[src/rtl/clkdiv_pkg.sv]
// Shared types and helpers for the programmable clock-divider controller.
// Holds the FSM state encoding and the divisor clamp used on incoming configuration.
package clkdiv_pkg;

    typedef enum logic [1:0] {
        IDLE = 2'd0,
        RUN  = 2'd1,
        STOP = 2'd2,
        HOLD = 2'd3
    } state_t;

    localparam int unsigned MinDivisor = 2;

    // Divisors of 0 and 1 cannot form a period with both a high and a low phase.
    function automatic int unsigned clamp_divisor(input int unsigned d);
        return (d < MinDivisor) ? MinDivisor : d;
    endfunction

endpackage

[src/rtl/clkdiv_core.sv]
// Period counter with registered clk_out/tick generation.
// i_divisor is the divisor that applies in the cycle being registered.
module clkdiv_core #(
    parameter int Width = 8
) (
    input  logic             i_clk,
    input  logic             i_run,
    input  logic             i_load_zero,
    input  logic [Width-1:0] i_divisor,
    output logic             o_cnt_last,
    output logic             o_clk_out,
    output logic             o_tick
);

    logic [Width-1:0] r_cnt;
    logic             r_clk_out;
    logic             r_tick;

    logic [Width-1:0] w_cnt_nxt;
    logic [Width:0]   w_half;
    logic [Width-1:0] w_last;

    always_comb begin
        w_half = ({1'b0, i_divisor} + (Width+1)'(1)) >> 1;
        w_last = i_divisor - Width'(1);
        // The registered tick marks cnt == D-1, so it doubles as the wrap condition.
        if (i_load_zero || !i_run || r_tick) begin
            w_cnt_nxt = '0;
        end else begin
            w_cnt_nxt = r_cnt + Width'(1);
        end
    end

    // Output register stage: clk_out and tick are aligned with cnt.
    always_ff @(posedge i_clk) begin
        r_cnt     <= w_cnt_nxt;
        r_clk_out <= i_run && ({1'b0, w_cnt_nxt} < w_half);
        r_tick    <= i_run && (w_cnt_nxt == w_last);
    end

    assign o_cnt_last = r_tick;
    assign o_clk_out  = r_clk_out;
    assign o_tick     = r_tick;

endmodule

[src/rtl/clkdiv_ctrl.sv]
// Run-time controller for the clock divider: FSM, config staging and burst counting.
// New configuration only takes effect at a period boundary so clk_out never glitches.
module clkdiv_ctrl
    import clkdiv_pkg::*;
#(
    parameter int Width          = 8,
    parameter int DefaultDivisor = 4
) (
    input  logic             i_clk,
    input  logic             i_rst,
    input  logic             i_enable,
    input  logic             i_cfg_valid,
    output logic             o_cfg_ready,
    input  logic [Width-1:0] i_cfg_divisor,
    input  logic [Width-1:0] i_cfg_burst,
    output logic             o_clk_out,
    output logic             o_tick,
    output logic             o_busy,
    output logic             o_done
);

    state_t           r_state;
    logic [Width-1:0] r_div;
    logic [Width-1:0] r_burst;
    logic [Width-1:0] r_stg_div;
    logic [Width-1:0] r_stg_burst;
    logic             r_stg_pend;
    logic [Width-1:0] r_bcnt;
    logic             r_busy;
    logic             r_done;
    logic             r_ready;

    state_t           w_state_nxt;
    logic [Width-1:0] w_div_nxt;
    logic [Width-1:0] w_burst_nxt;
    logic [Width-1:0] w_bcnt_nxt;
    logic [Width-1:0] w_cfg_div;
    logic             w_pend_nxt;
    logic             w_acc;
    logic             w_active;
    logic             w_bnd;
    logic             w_burst_end;
    logic             w_stage;
    logic             w_run;
    logic             w_load_zero;
    logic             w_cnt_last;

    always_comb begin
        w_acc       = i_cfg_valid && r_ready;
        w_active    = (r_state == RUN) || (r_state == STOP);
        w_bnd       = w_active && w_cnt_last;
        w_burst_end = w_bnd && (r_bcnt == Width'(1));
        w_cfg_div   = Width'(clamp_divisor(32'(i_cfg_divisor)));

        w_div_nxt   = r_div;
        w_burst_nxt = r_burst;
        w_pend_nxt  = r_stg_pend;
        w_stage     = 1'b0;
        if (w_acc && ((r_state == IDLE) || w_bnd)) begin
            w_div_nxt   = w_cfg_div;
            w_burst_nxt = i_cfg_burst;
        end else if (w_bnd && r_stg_pend) begin
            w_div_nxt   = r_stg_div;
            w_burst_nxt = r_stg_burst;
            w_pend_nxt  = 1'b0;
        end else if (w_acc) begin
            w_stage    = 1'b1;
            w_pend_nxt = 1'b1;
        end

        w_state_nxt = r_state;
        case (r_state)
            IDLE: if (i_enable) w_state_nxt = RUN;
            RUN: begin
                if (w_burst_end)    w_state_nxt = HOLD;
                else if (!i_enable) w_state_nxt = STOP;
            end
            STOP: begin
                // A burst finishing during STOP still reports done via HOLD.
                if (w_burst_end)   w_state_nxt = HOLD;
                else if (i_enable) w_state_nxt = RUN;
                else if (w_bnd)    w_state_nxt = IDLE;
            end
            HOLD: if (!i_enable) w_state_nxt = IDLE;
            default: w_state_nxt = IDLE;
        endcase

        w_bcnt_nxt = r_bcnt;
        if ((r_state == IDLE) && i_enable) begin
            w_bcnt_nxt = w_burst_nxt;
        end else if (w_bnd && (r_bcnt != '0)) begin
            w_bcnt_nxt = r_bcnt - Width'(1);
        end

        w_run       = !i_rst && ((w_state_nxt == RUN) || (w_state_nxt == STOP));
        w_load_zero = i_rst || (r_state == IDLE) || (r_state == HOLD);
    end

    // Control register stage.
    always_ff @(posedge i_clk) begin
        if (i_rst) begin
            r_state    <= IDLE;
            r_div      <= Width'(DefaultDivisor);
            r_burst    <= '0;
            r_stg_pend <= 1'b0;
            r_bcnt     <= '0;
            r_busy     <= 1'b0;
            r_done     <= 1'b0;
            r_ready    <= 1'b1;
        end else begin
            r_state    <= w_state_nxt;
            r_div      <= w_div_nxt;
            r_burst    <= w_burst_nxt;
            r_stg_pend <= w_pend_nxt;
            r_bcnt     <= w_bcnt_nxt;
            r_busy     <= w_run;
            r_done     <= w_burst_end;
            r_ready    <= !w_pend_nxt && (w_state_nxt != HOLD);
        end
    end

    always_ff @(posedge i_clk) begin
        if (w_stage) begin
            r_stg_div   <= w_cfg_div;
            r_stg_burst <= i_cfg_burst;
        end
    end

    clkdiv_core #(
        .Width(Width)
    ) u_core (
        .i_clk       (i_clk),
        .i_run       (w_run),
        .i_load_zero (w_load_zero),
        .i_divisor   (w_div_nxt),
        .o_cnt_last  (w_cnt_last),
        .o_clk_out   (o_clk_out),
        .o_tick      (o_tick)
    );

    assign o_cfg_ready = r_ready;
    assign o_busy      = r_busy;
    assign o_done      = r_done;

endmodule

[config.mk]
export PLATFORM = sky130hd
export DESIGN_NAME = clkdiv_ctrl
export DESIGN_NICKNAME = d
export VERILOG_FILES = /design/src/rtl/clkdiv_pkg.sv /design/src/rtl/clkdiv_core.sv /design/src/rtl/clkdiv_ctrl.sv
export SDC_FILE = /design/constraint.sdc
export NUM_CORES = 1
export LEC_CHECK = 0
export CORE_ASPECT_RATIO = 0.9
export CORE_MARGIN = 2
export CORE_UTILIZATION = 35
export DETAILED_ROUTE_END_ITERATION = 12
export GPL_TIMING_DRIVEN = 0
export PLACE_DENSITY_LB_ADDON = 0.2
export SLEW_MARGIN = 20
export SYNTH_ARGS = -nofsm -noshare
export SYNTH_HDL_FRONTEND = slang
export SYNTH_HIERARCHICAL = 1
export SYNTH_SLANG_ARGS = --single-unit
[constraint.sdc]
create_clock -name i_clk -period 3.8 [get_ports i_clk]
set_input_delay 0.57 -clock i_clk [delete_from_list [all_inputs] [get_ports i_clk]]
set_output_delay 0.57 -clock i_clk [all_outputs]
set_load 0.02 [all_outputs]
==> run_results.csv, run 1 <==
group,metric,value,unit
cts,holdBufCountCts,0,
global_route,grt_first_pass_wirelength,12500,um
timing,max_freq,273,MHz
timing,timing_hold_violations_final,0,
floorplan,boundaryPins,25,
cts,root_buffer,"clkbuf_8",
worst_setup_path,worstReg2RegStart,"r_state[1]",
cells_and_area,diodes,0,
floorplan,std_cell_rows,33,
floorplan,placeableCoreArea,9040,sq um
worst_hold_path,holdCritStartpoint,"r_bcnt[5]",
global_route,globalRoute.totalOverflow,0,
logic_synthesis,synth_top_cells_by_count,"dfxtp_1, nor2_1, inv_1",
worst_setup_path,worst_path_max_delay_cell,"or4_4",
timing,tightest_slew,0.642,ns
floorplan,die_height,95.3,um
logic_synthesis,synthMostInstantiatedCell,"dfxtp_1",
power_and_ir_drop,irDropWorstVdd,0.000210,V
cts,clock_insertion_delay_worst_skew,0.31,ns
floorplan,start_util,35.9,%
worst_setup_path,timing_worst_setup_path_type,"reg2reg",
cts,tritoncts_clock_tree,"yes",
worst_setup_path,worst_setup_ep_type,"flop",
cts,cts_made_buffers,5,
status,run_status,"finished, final reports clean",
drt,via_density,5.21,
logic_synthesis,ys_seq_area_share,39.5,%
logic_synthesis,postSynthNetCount,381,
worst_setup_path,list_of_cells_traversed_by_the_critical_path,"inv_2 -> ha_4 -> and2_1 -> buf_6 -> and4_1 -> o21ai_2 -> a22oi_2 -> ha_1 -> nor2b_4 -> or3b_1 -> buf_6 -> or4_4 -> nand2_4 -> ha_4 -> nand2_1 -> and3_1 -> a21oi_1 -> o22ai_1",
logic_synthesis,yosysWarningCount,6,
timing,report.final.slew_viol_count,0,
cts,cts_max_level,2,
timing,period_share,96.4,%
logic_synthesis,synth.top_cells.by_area,"dfxtp_1, edfxtp_1, ha_1, mux2i_1, a211oi_1",
cells_and_area,final-seq-area,1290,sq um
drt,drcViolationCount,0,
drt,dr_iter_0_viols,189,
global_route,grtUsageTotal,15.7,%
power_and_ir_drop,p_total,1920,uW
cells_and_area,layout.filler_cells,879,
logic_synthesis,asyncSetResetFlopFracSynth,0,%
logic_synthesis,synthDominantCellAreaShare,24.7,%
timing,setup_violations,0,
worst_setup_path,worst-path-max-fanout,9,
logic_synthesis,syn-instance-count,344,
cells_and_area,non_filler_instance_count_after_layout,512,
worst_setup_path,critical-path-max-stage-delay,0.52,ns
global_route,grt_pass1_vias,2478,
worst_setup_path,reg2reg_slack,0.14,ns
power_and_ir_drop,p_leak,0.00143,uW
worst_setup_path,reg2reg_to,"u_core/o_clk_out",
floorplan,die_area,10100,sq um
cells_and_area,area_growth,22.0,%
cts,cts.reportedPaths.clkPinSlew,0.10,ns
drt,route.detailed.wl_per_inst,14.9,um
cells_and_area,final_layout_size_suffix_gt1_share,16.4,%
power_and_ir_drop,pwr_density_cell,485,nW/um^2
worst_hold_path,hold_path.class,"reg2reg",
worst_setup_path,startpoint_type,"flop",
drt,wirelength,7640,um
logic_synthesis,synth-edff-count,16,
worst_setup_path,worstPathRequired,4.04,ns
logic_synthesis,synthesis.area,3240,sq um
timing,timing.max_slew.rel_slack,57.2,%
cells_and_area,stdcell_area,3960,sq um
placed_design,placement.io_buffers,24,
drt,total_number_of_vias,2665,
timing,timing.clock.skew,0.0108,ns
cells_and_area,finish.net_count,426,
worst_hold_path,worst_hold_path.endpoint,"r_bcnt[5]",
cells_and_area,final_core_util,43.8,%
logic_synthesis,ys_seq_elements,56,
global_route,grt_start_max_net_pins,18,
worst_hold_path,hold_depth,2,
floorplan,die-width,105,um
cts,clock_sink_count,56,
global_route,initial_antenna_violation_count,0,
logic_synthesis,yosys.area.top_type,"dfxtp_1",
drt,number_of_routed_nets_with_antenna_violations,0,
logic_synthesis,syn_area_per_cell,9.43,sq um
drt,detail_route.first_pass.iterations,4,
placed_design,gp_congestion,0.772,
timing,post-route-min-period,3.66,ns
logic_synthesis,synth_flop_cell,"dfxtp_1",
placed_design,placement.cell_area,3670,sq um
cells_and_area,area_of_the_multi_input_gates,1890,sq um
flow_run,cap_viol_max_count,0,
placed_design,place.detailed.instances,492,
worst_setup_path,crit_arrival,3.90,ns
worst_setup_path,rr_worst_depth,18,
placed_design,dp_hpwl,5560,um
cts,cts_max_path_buffers,2,
logic_synthesis,yosysUniqueCellTypes,63,
## routing by layer
metal | global-route usage, % | vias to the layer above | wire length, um
li1 | - | 1362 | -
met1 | 23.0 | 1249 | 3990
met2 | 23.9 | 46 | 3280
met3 | 2.73 | 8 | 261
met4 | 3.89 | 0 | 102
met5 | 0 | - | 0
## cells in the final DEF, fill, tap and decap left out, types with 3 or more instances in the layout
cell type        Yosys  layout
edfxtp_1            16      16
nor3b_1              4       3
nand2_1             12      12
o211ai_1             4       4
ha_1                17      15
o21ai_0              6       6
or4_1                3       3
and2_1               6       6
dfxtp_1             40      37
clkbuf_8             0       5
buf_6                2       3
o221ai_1             4       4
a31oi_1              3       3
a211oi_1            17      17
clkbuf_1            13      12
nor3_1              12      11
o31ai_1              3       3
clkdlybuf4s50_1      0      23
nor2_1              27      27
buf_4                3      18
a21oi_2              1       5
and3_1               7       7
inv_1               19      17
nand3_1             10      10
mux2i_1             13      12
a21oi_1             16      11
mux2_2               4       4
xnor2_1             13      13
nand4_1              7       7
xor2_1               7       7
or3_1                9       9
## what timing repair did
action / CTS / global route
resized for setup: 12 / 22
setup buffers: 5 / 7
setup endpoints to repair: 2 / 2
pin swaps: 4 / 6
## final cells by class
| type | count | share of cell area [%] |
|---|---|---|
| clock buffers | 6 | 1.83 |
| clock inverters | 2 | 0.316 |
| multi-input cells | 248 | 47.8 |
| inverters | 19 | 1.80 |
| repair buffers | 38 | 8.79 |
| well taps | 122 | 3.86 |
| plain buffers | 21 | 3.10 |
| flip-flops and latches | 56 | 32.5 |
## flip-flops by register name, summed over array words and instances, names as in the netlist
register / cells
o_busy: 1
o_cfg_ready: 1
o_done: 1
r_bcnt: 8
r_burst: 8
r_div: 8
r_state: 2
r_stg_burst: 8
r_stg_div: 8
r_stg_pend: 1
u_core/o_clk_out: 1
u_core/o_cnt_last: 1
u_core/r_cnt: 8
## critical path: cells and delay by family (launching register included)
kind | cells | cell delay (ns)
AO/OA/AOI/OAI | 4 | 0.44
buffers and inverters | 3 | 0.33
AND/OR/NAND/NOR | 8 | 1.69
flip-flops | 1 | 0.36
adder cells (fa/ha/maj) | 3 | 0.77
## cell families (layout without fill, tap and decap cells)
logic type                 count (synthesis)  count (layout)  synth area share, %
xor gates and xnor gates                  20              20                 5.40
adders and majority gates                 17              17                 6.56
DFF                                       56              56                 39.5
AOI/OAI and AO/OA                         74              74                 16.3
buffers and inverters                     40              86                 5.55
and+or+nand+nor                          119             119                 21.0
muxes                                     18              18                 5.75
## metrics by stage
step,TNS (ns),worst slack (ns),hold slack (ns)
finish,0,0.135,0.548
global route,-0.0216,-0.0164,0.598
CTS,0,0.0119,0.545
detailed placement,-0.998,-0.469,0.526
global placement,-3.77,-0.435,0.518
floorplan,0,0.0878,0.497
## power by group
group | switching, uW | total (uW) | internal [uW]
clock | 201 | 331 | 130
sequential | 42.9 | 746 | 703
combinational | 463 | 844 | 381
## worst max-delay path by stage
stage	to	cells past startpoint	slack (ns)	from
final	u_core/o_clk_out	18	0.14	r_state[1]
after global routing	u_core/o_cnt_last	13	-0.02	i_cfg_divisor[5]
after CTS	u_core/o_clk_out	18	0.01	r_state[0]
after detailed placement	u_core/o_clk_out	16	-0.47	i_enable
after global placement	u_core/o_cnt_last	13	-0.43	i_enable
after floorplan	u_core/o_clk_out	18	0.09	r_state[1]
No activity file was read; power rests on OpenSTA's default activity.
==> inputs of run 2 (changes only) <==
--- a/config.mk
+++ b/config.mk
@@ -6,8 +6,7 @@
 export NUM_CORES = 1
 export LEC_CHECK = 0
 export CORE_ASPECT_RATIO = 0.9
-export CORE_MARGIN = 2
-export CORE_UTILIZATION = 35
+export CORE_UTILIZATION = 53
 export DETAILED_ROUTE_END_ITERATION = 12
 export GPL_TIMING_DRIVEN = 0
 export PLACE_DENSITY_LB_ADDON = 0.2
==> run 2 against run 1 <==
  * The run now ends with design-rule violations left
  * Critical path depth decreased by 2
  * Final area down 0.54%
  * Clock-buffer cell count is the same
  * Sequential power is 0.8% higher
  * Largest power group unchanged
  * Critical endpoint unchanged
  * Total power increased by 0.48%
  * Combinational power up 0.9%
  * Setup slack is essentially flat
==> run_results.csv, run 2 (synthesis results as in run 1) <==
group,metric,value,unit
floorplan,die_height,76.2,um
timing,setup_violations,0,
cells_and_area,final_core_util,68.0,%
worst_setup_path,startpoint_type,"input port",
cts,cts_max_level,2,
global_route,grtUsageTotal,23.9,%
flow_run,cap_viol_max_count,0,
cells_and_area,layout.cells.most_common,"dfxtp_1",
timing,tightest_slew,0.843,ns
floorplan,placeableCoreArea,5790,sq um
placed_design,placement.cell_area,3600,sq um
drt,route.detailed.wl_per_inst,16.0,um
global_route,grt_first_pass_wirelength,12300,um
timing,timing.max_slew.rel_slack,43.5,%
cts,cts.reportedPaths.clkPinSlew,0.10,ns
worst_setup_path,worst-path-max-fanout,7,
floorplan,std_cell_rows,26,
cts,tritoncts_clock_tree,"yes",
timing,timing.clock.skew,0.00924,ns
global_route,globalRoute.totalOverflow,0,
global_route,initial_antenna_violation_count,0,
worst_setup_path,crit_arrival,3.91,ns
power_and_ir_drop,p_leak,0.00143,uW
drt,wirelength,7380,um
worst_setup_path,worstPathRequired,4.04,ns
power_and_ir_drop,irDropWorstVdd,0.000310,V
timing,fin_hold_ws,0.549,ns
worst_setup_path,critical-path-max-stage-delay,0.62,ns
worst_hold_path,hold_path.class,"reg2reg",
worst_setup_path,worst_setup_ep_type,"flop",
drt,detail_route.first_pass.iterations,8,
global_route,grt_pass1_vias,2618,
timing,report.final.slew_viol_count,0,
timing,period_share,96.4,%
cells_and_area,diodes,0,
placed_design,gp_congestion,0.820,
cts,root_buffer,"clkbuf_8",
floorplan,boundaryPins,25,
drt,via_density,5.95,
worst_setup_path,list_of_cells_traversed_by_the_critical_path,"clkdlybuf4s50_1 -> nand2b_4 -> nor2_1 -> o21ai_2 -> a22oi_2 -> ha_1 -> nor2b_4 -> or3b_1 -> buf_6 -> or4_4 -> nand2_4 -> ha_4 -> nand2_2 -> and3_4 -> a21oi_1 -> o22ai_1",
cells_and_area,final_layout_size_suffix_gt1_share,17.7,%
cts,clock_sink_count,56,
placed_design,placement.io_buffers,24,
worst_setup_path,timing_worst_setup_path_type,"in2reg",
drt,total_number_of_vias,2737,
floorplan,die_area,6440,sq um
cts,cts_made_buffers,5,
worst_setup_path,worst_path_max_delay_cell,"clkdlybuf4s50_1",
cells_and_area,area_growth,21.4,%
drt,drcViolationCount,2,
timing,timing_hold_violations_final,0,
cts,clock_insertion_delay_worst_skew,0.31,ns
placed_design,post-place-ws,-0.427,ns
power_and_ir_drop,pwr_density_cell,490,nW/um^2
cells_and_area,mostFrequentLayoutCells,"dfxtp_1, nor2_1, clkdlybuf4s50_1",
cells_and_area,stdcell_area,3940,sq um
drt,dr_iter_0_viols,149,
drt,number_of_routed_nets_with_antenna_violations,0,
timing,max_freq,273,MHz
floorplan,die-width,84.5,um
status,run_status,"finished, violations left",
timing,final_critical_path_setup_slack,0.136,ns
cells_and_area,finish.net_count,426,
placed_design,dp_hpwl,5230,um
global_route,grt_start_max_net_pins,18,
floorplan,start_util,56.0,%
timing,post-route-min-period,3.66,ns
status,failed_checks,"design-rule violations",
cts,cts_max_path_buffers,2,
-- run 2: changes by cell type in the layout (fill, tap and decap cells not counted), sizes merged --
cell / previous run / this run
buf: 22 / 21
clkdlybuf4s50: 23 / 24
dlymetal6s2s: 1 / 0
clkbuf: 19 / 20
-- run 2: final cells by class --
class | count | area (sq um)
inverters | 19 | 71.3
fillers | 463 | 1850
clock inverters | 2 | 16.3
well taps | 70 | 87.6
multi-input cells | 248 | 1940
plain buffers | 20 | 114
repair buffers | 39 | 353
flip-flops and latches | 56 | 1290
clock buffers | 6 | 72.6
-- run 2: power by group --
| part | switching, uW | internal, uW | leakage [uW] |
|---|---|---|---|
| Clock | 195 | 132 | 0.0000414 |
| Sequential | 48.5 | 704 | 0.000477 |
| Combinational | 463 | 389 | 0.000911 |
-- run 2: worst paths after layout --
path,cells past startpoint,from,endpoint,slack (ns)
max,16,i_enable,u_core/o_clk_out,0.14
min,2,r_bcnt[5],r_bcnt[5],0.55
max reg2reg,16,r_state[0],u_core/o_clk_out,0.19
min reg2reg,2,r_bcnt[5],r_bcnt[5],0.55
-- run 2: through the flow --
stage	power (uW)	TNS [ns]	std cells
floorplan	1310	0	344
global placement	1480	-0.757	438
detailed placement	1500	-0.815	439
CTS	1860	0	451
global route	2070	-0.0232	460
finish	1930	0	460
-- run 2: what timing repair did --
item / 4_1_cts / 5_1_grt
setup endpoints to repair: 2 / 2
buffers inserted: 4 / 10
pin swaps: 3 / 10
hold buffers: 0 / 0
resized for setup: 11 / 30
-- run 2: metal layers --
metal	global-route usage [%]	share of wire (%)	vias up	wire, um
li1	-	-	1366	-
met1	34.6	48	1289	3510
met2	37.0	46	65	3400
met5	0	0	-	0
met4	7.29	2.0	0	149
met3	3.79	4.4	17	321
-- run 2: critical path, delay by kind of cell --
family | cells | cell delay (ns)
simple gates | 8 | 1.62
buf+inv | 2 | 0.76
fa+ha+maj | 2 | 0.53
compound gates | 4 | 0.43
==> inputs of run 3 (changes only) <==
--- a/config.mk
+++ b/config.mk
@@ -5,8 +5,10 @@
 export SDC_FILE = /design/constraint.sdc
 export NUM_CORES = 1
 export LEC_CHECK = 0
+export CELL_PAD_IN_SITES_DETAIL_PLACEMENT = 2
+export CELL_PAD_IN_SITES_GLOBAL_PLACEMENT = 2
 export CORE_ASPECT_RATIO = 0.9
-export CORE_UTILIZATION = 53
+export CORE_UTILIZATION = 33
 export DETAILED_ROUTE_END_ITERATION = 12
 export GPL_TIMING_DRIVEN = 0
 export PLACE_DENSITY_LB_ADDON = 0.2
==> run 3 against run 2 <==
  * The run now ends clean
  * Routed wire length increased by 31%
  * Register-to-register slack worse by 0.04 ns
  * Worst hold slack gained 0.014 ns
  * Final area is 3.1% higher
  * Critical endpoint is now u_core/o_cnt_last
  * Largest cell class unchanged
  * Global-route usage down 4.7 points
  * Clock power rose by 25%
  * Non-clock buffer count unchanged
  * Total power is 7.4% higher
  * Maximum frequency is 0.35% higher
==> run_results.csv, run 3 (synthesis results as in run 1) <==
group,metric,value,unit
cts,root_buffer,"clkbuf_8",
placed_design,placement.io_buffers,24,
power_and_ir_drop,pwr_density_cell,511,nW/um^2
timing,setup_violations,0,
timing,max_freq,274,MHz
global_route,met1_track_utilization_from_global_routing,26.2,%
timing,timing_hold_violations_final,0,
power_and_ir_drop,irDropWorstVdd,0.000221,V
cells_and_area,non_filler_instance_count_after_layout,512,
power_and_ir_drop,p_leak,0.00146,uW
cells_and_area,area_growth,25.2,%
worst_setup_path,timing_worst_setup_path_type,"reg2reg",
cells_and_area,layout.cells.most_common,"dfxtp_1",
worst_setup_path,worst_setup_ep_type,"flop",
global_route,grt_pass1_vias,2973,
worst_setup_path,worst_path_max_delay_cell,"or3b_4",
global_route,globalRoute.totalOverflow,0,
floorplan,placeableCoreArea,9330,sq um
status,run_status,"finished, final reports clean",
worst_hold_path,hold_path.class,"reg2reg",
floorplan,die-width,107,um
timing,timing.clock.skew,0.0120,ns
cts,cts_made_buffers,5,
global_route,grt_first_pass_wirelength,15300,um
cts,cts_max_level,2,
drt,dr_iter_0_viols,62,
worst_setup_path,crit_arrival,3.85,ns
floorplan,start_util,34.8,%
cts,cts.reportedPaths.clkPinSlew,0.11,ns
flow_run,cap_viol_max_count,0,
floorplan,die_height,96.1,um
cts,clock_sink_count,56,
timing,tightest_slew,0.691,ns
timing,fin_hold_ws,0.563,ns
worst_setup_path,worst-path-max-fanout,6,
worst_setup_path,worstPathRequired,4.00,ns
global_route,groute.layer.met3.usage,2.78,%
cts,holdBufCountCts,0,
placed_design,place.detailed.instances,492,
drt,total_number_of_vias,2776,
cts,cts_max_path_buffers,2,
placed_design,gp_congestion,0.753,
worst_setup_path,critical-path-max-stage-delay,0.42,ns
global_route,grtUsageTotal,19.2,%
power_and_ir_drop,p_total,2070,uW
cells_and_area,diodes,0,
global_route,globalRouteMet2Util,32.7,%
floorplan,boundaryPins,25,
global_route,grt_start_max_net_pins,18,
floorplan,die_area,10200,sq um
drt,drcViolationCount,0,
floorplan,std_cell_rows,33,
drt,via_density,5.42,
drt,wirelength,9680,um
timing,report.final.slew_viol_count,0,
drt,number_of_routed_nets_with_antenna_violations,0,
timing,period_share,96.1,%
cts,clock_insertion_delay_worst_skew,0.31,ns
timing,fin_tns_setup,0,ns
cells_and_area,mostFrequentLayoutCells,"dfxtp_1, nor2_1, clkdlybuf4s50_1",
drt,detail_route.first_pass.iterations,4,
global_route,global_route.peak_usage_layer,"met2",
cells_and_area,finish.net_count,426,
cts,tritoncts_clock_tree,"yes",
cells_and_area,final-seq-area,1290,sq um
cells_and_area,layout.filler_cells,1027,
timing,post-route-min-period,3.65,ns
worst_setup_path,list_of_cells_traversed_by_the_critical_path,"inv_2 -> ha_4 -> and2_4 -> buf_6 -> and4_1 -> o21ai_2 -> a22oi_2 -> ha_1 -> nor2b_4 -> or3b_4 -> buf_4 -> or3_1 -> a2111o_1 -> a2111oi_4",
cells_and_area,area_of_the_multi_input_gates,1960,sq um
timing,timing.max_slew.rel_slack,53.9,%
drt,route.detailed.wl_per_inst,18.9,um
cells_and_area,final_layout_size_suffix_gt1_share,18.7,%
global_route,initial_antenna_violation_count,0,
placed_design,dp_hpwl,6770,um
worst_setup_path,startpoint_type,"flop",
run 3: what timing repair did:
item                       in CTS  in global routing
setup buffers                   6                  7
pin swaps                       5                  7
hold endpoints to repair        0                  0
setup endpoints to repair       3                  2
resized for setup              21                 27
run 3: metrics by stage:
| step | instance area (sq um) | util, % | setup WS (ns) |
|---|---|---|---|
| 4_1_cts | 3910 | 41.9 | -0.00289 |
| 6_report | 4060 | 43.5 | 0.148 |
| 5_1_grt | 4060 | 43.5 | -0.0175 |
| 3_3_place_gp | 3650 | 39.1 | -0.501 |
| 2_1_floorplan | 3260 | - | 0.0878 |
| 3_5_place_dp | 3670 | 39.4 | -0.552 |
run 3: area by class of cell:
cell class,instances,area share (%)
multi-input combinational,248,48.3
sequential,56,31.7
timing repair buffer,39,8.75
tap,122,3.76
buffer,20,2.96
clock buffer,6,1.79
inverter,19,1.76
clock inverter,2,0.955
run 3: final timing paths:
check	startpoint	to	slack, ns	depth (start not counted)
worst min register to register	r_bcnt[5]	r_bcnt[5]	0.56	2
worst max register to register	r_state[0]	u_core/o_cnt_last	0.15	14
worst max-delay path	r_state[0]	u_core/o_cnt_last	0.15	14
worst min-delay path	r_bcnt[5]	r_bcnt[5]	0.56	2
run 3: worst max-delay path, delay by kind of cell (launching register included):
kind,cells,cell delay (ns)
DFF,1,0.36
and+or+nand+nor,5,1.27
buffers and inverters,3,0.35
adders and majority gates,2,0.59
AOI/OAI and AO/OA,4,0.98
run 3: metal layers:
| metal | wire [um] | up-vias |
|---|---|---|
| li1 | - | 1358 |
| met1 | 4840 | 1389 |
| met2 | 4610 | 27 |
| met3 | 179 | 2 |
| met4 | 40 | 0 |
| met5 | 0 | - |
run 3: power breakdown:
group	leakage (uW)	internal, uW	switching, uW
combinational	0.000930	394	521
clock	0.0000558	200	207
sequential	0.000477	704	48.4
total	0.00146	1300	777
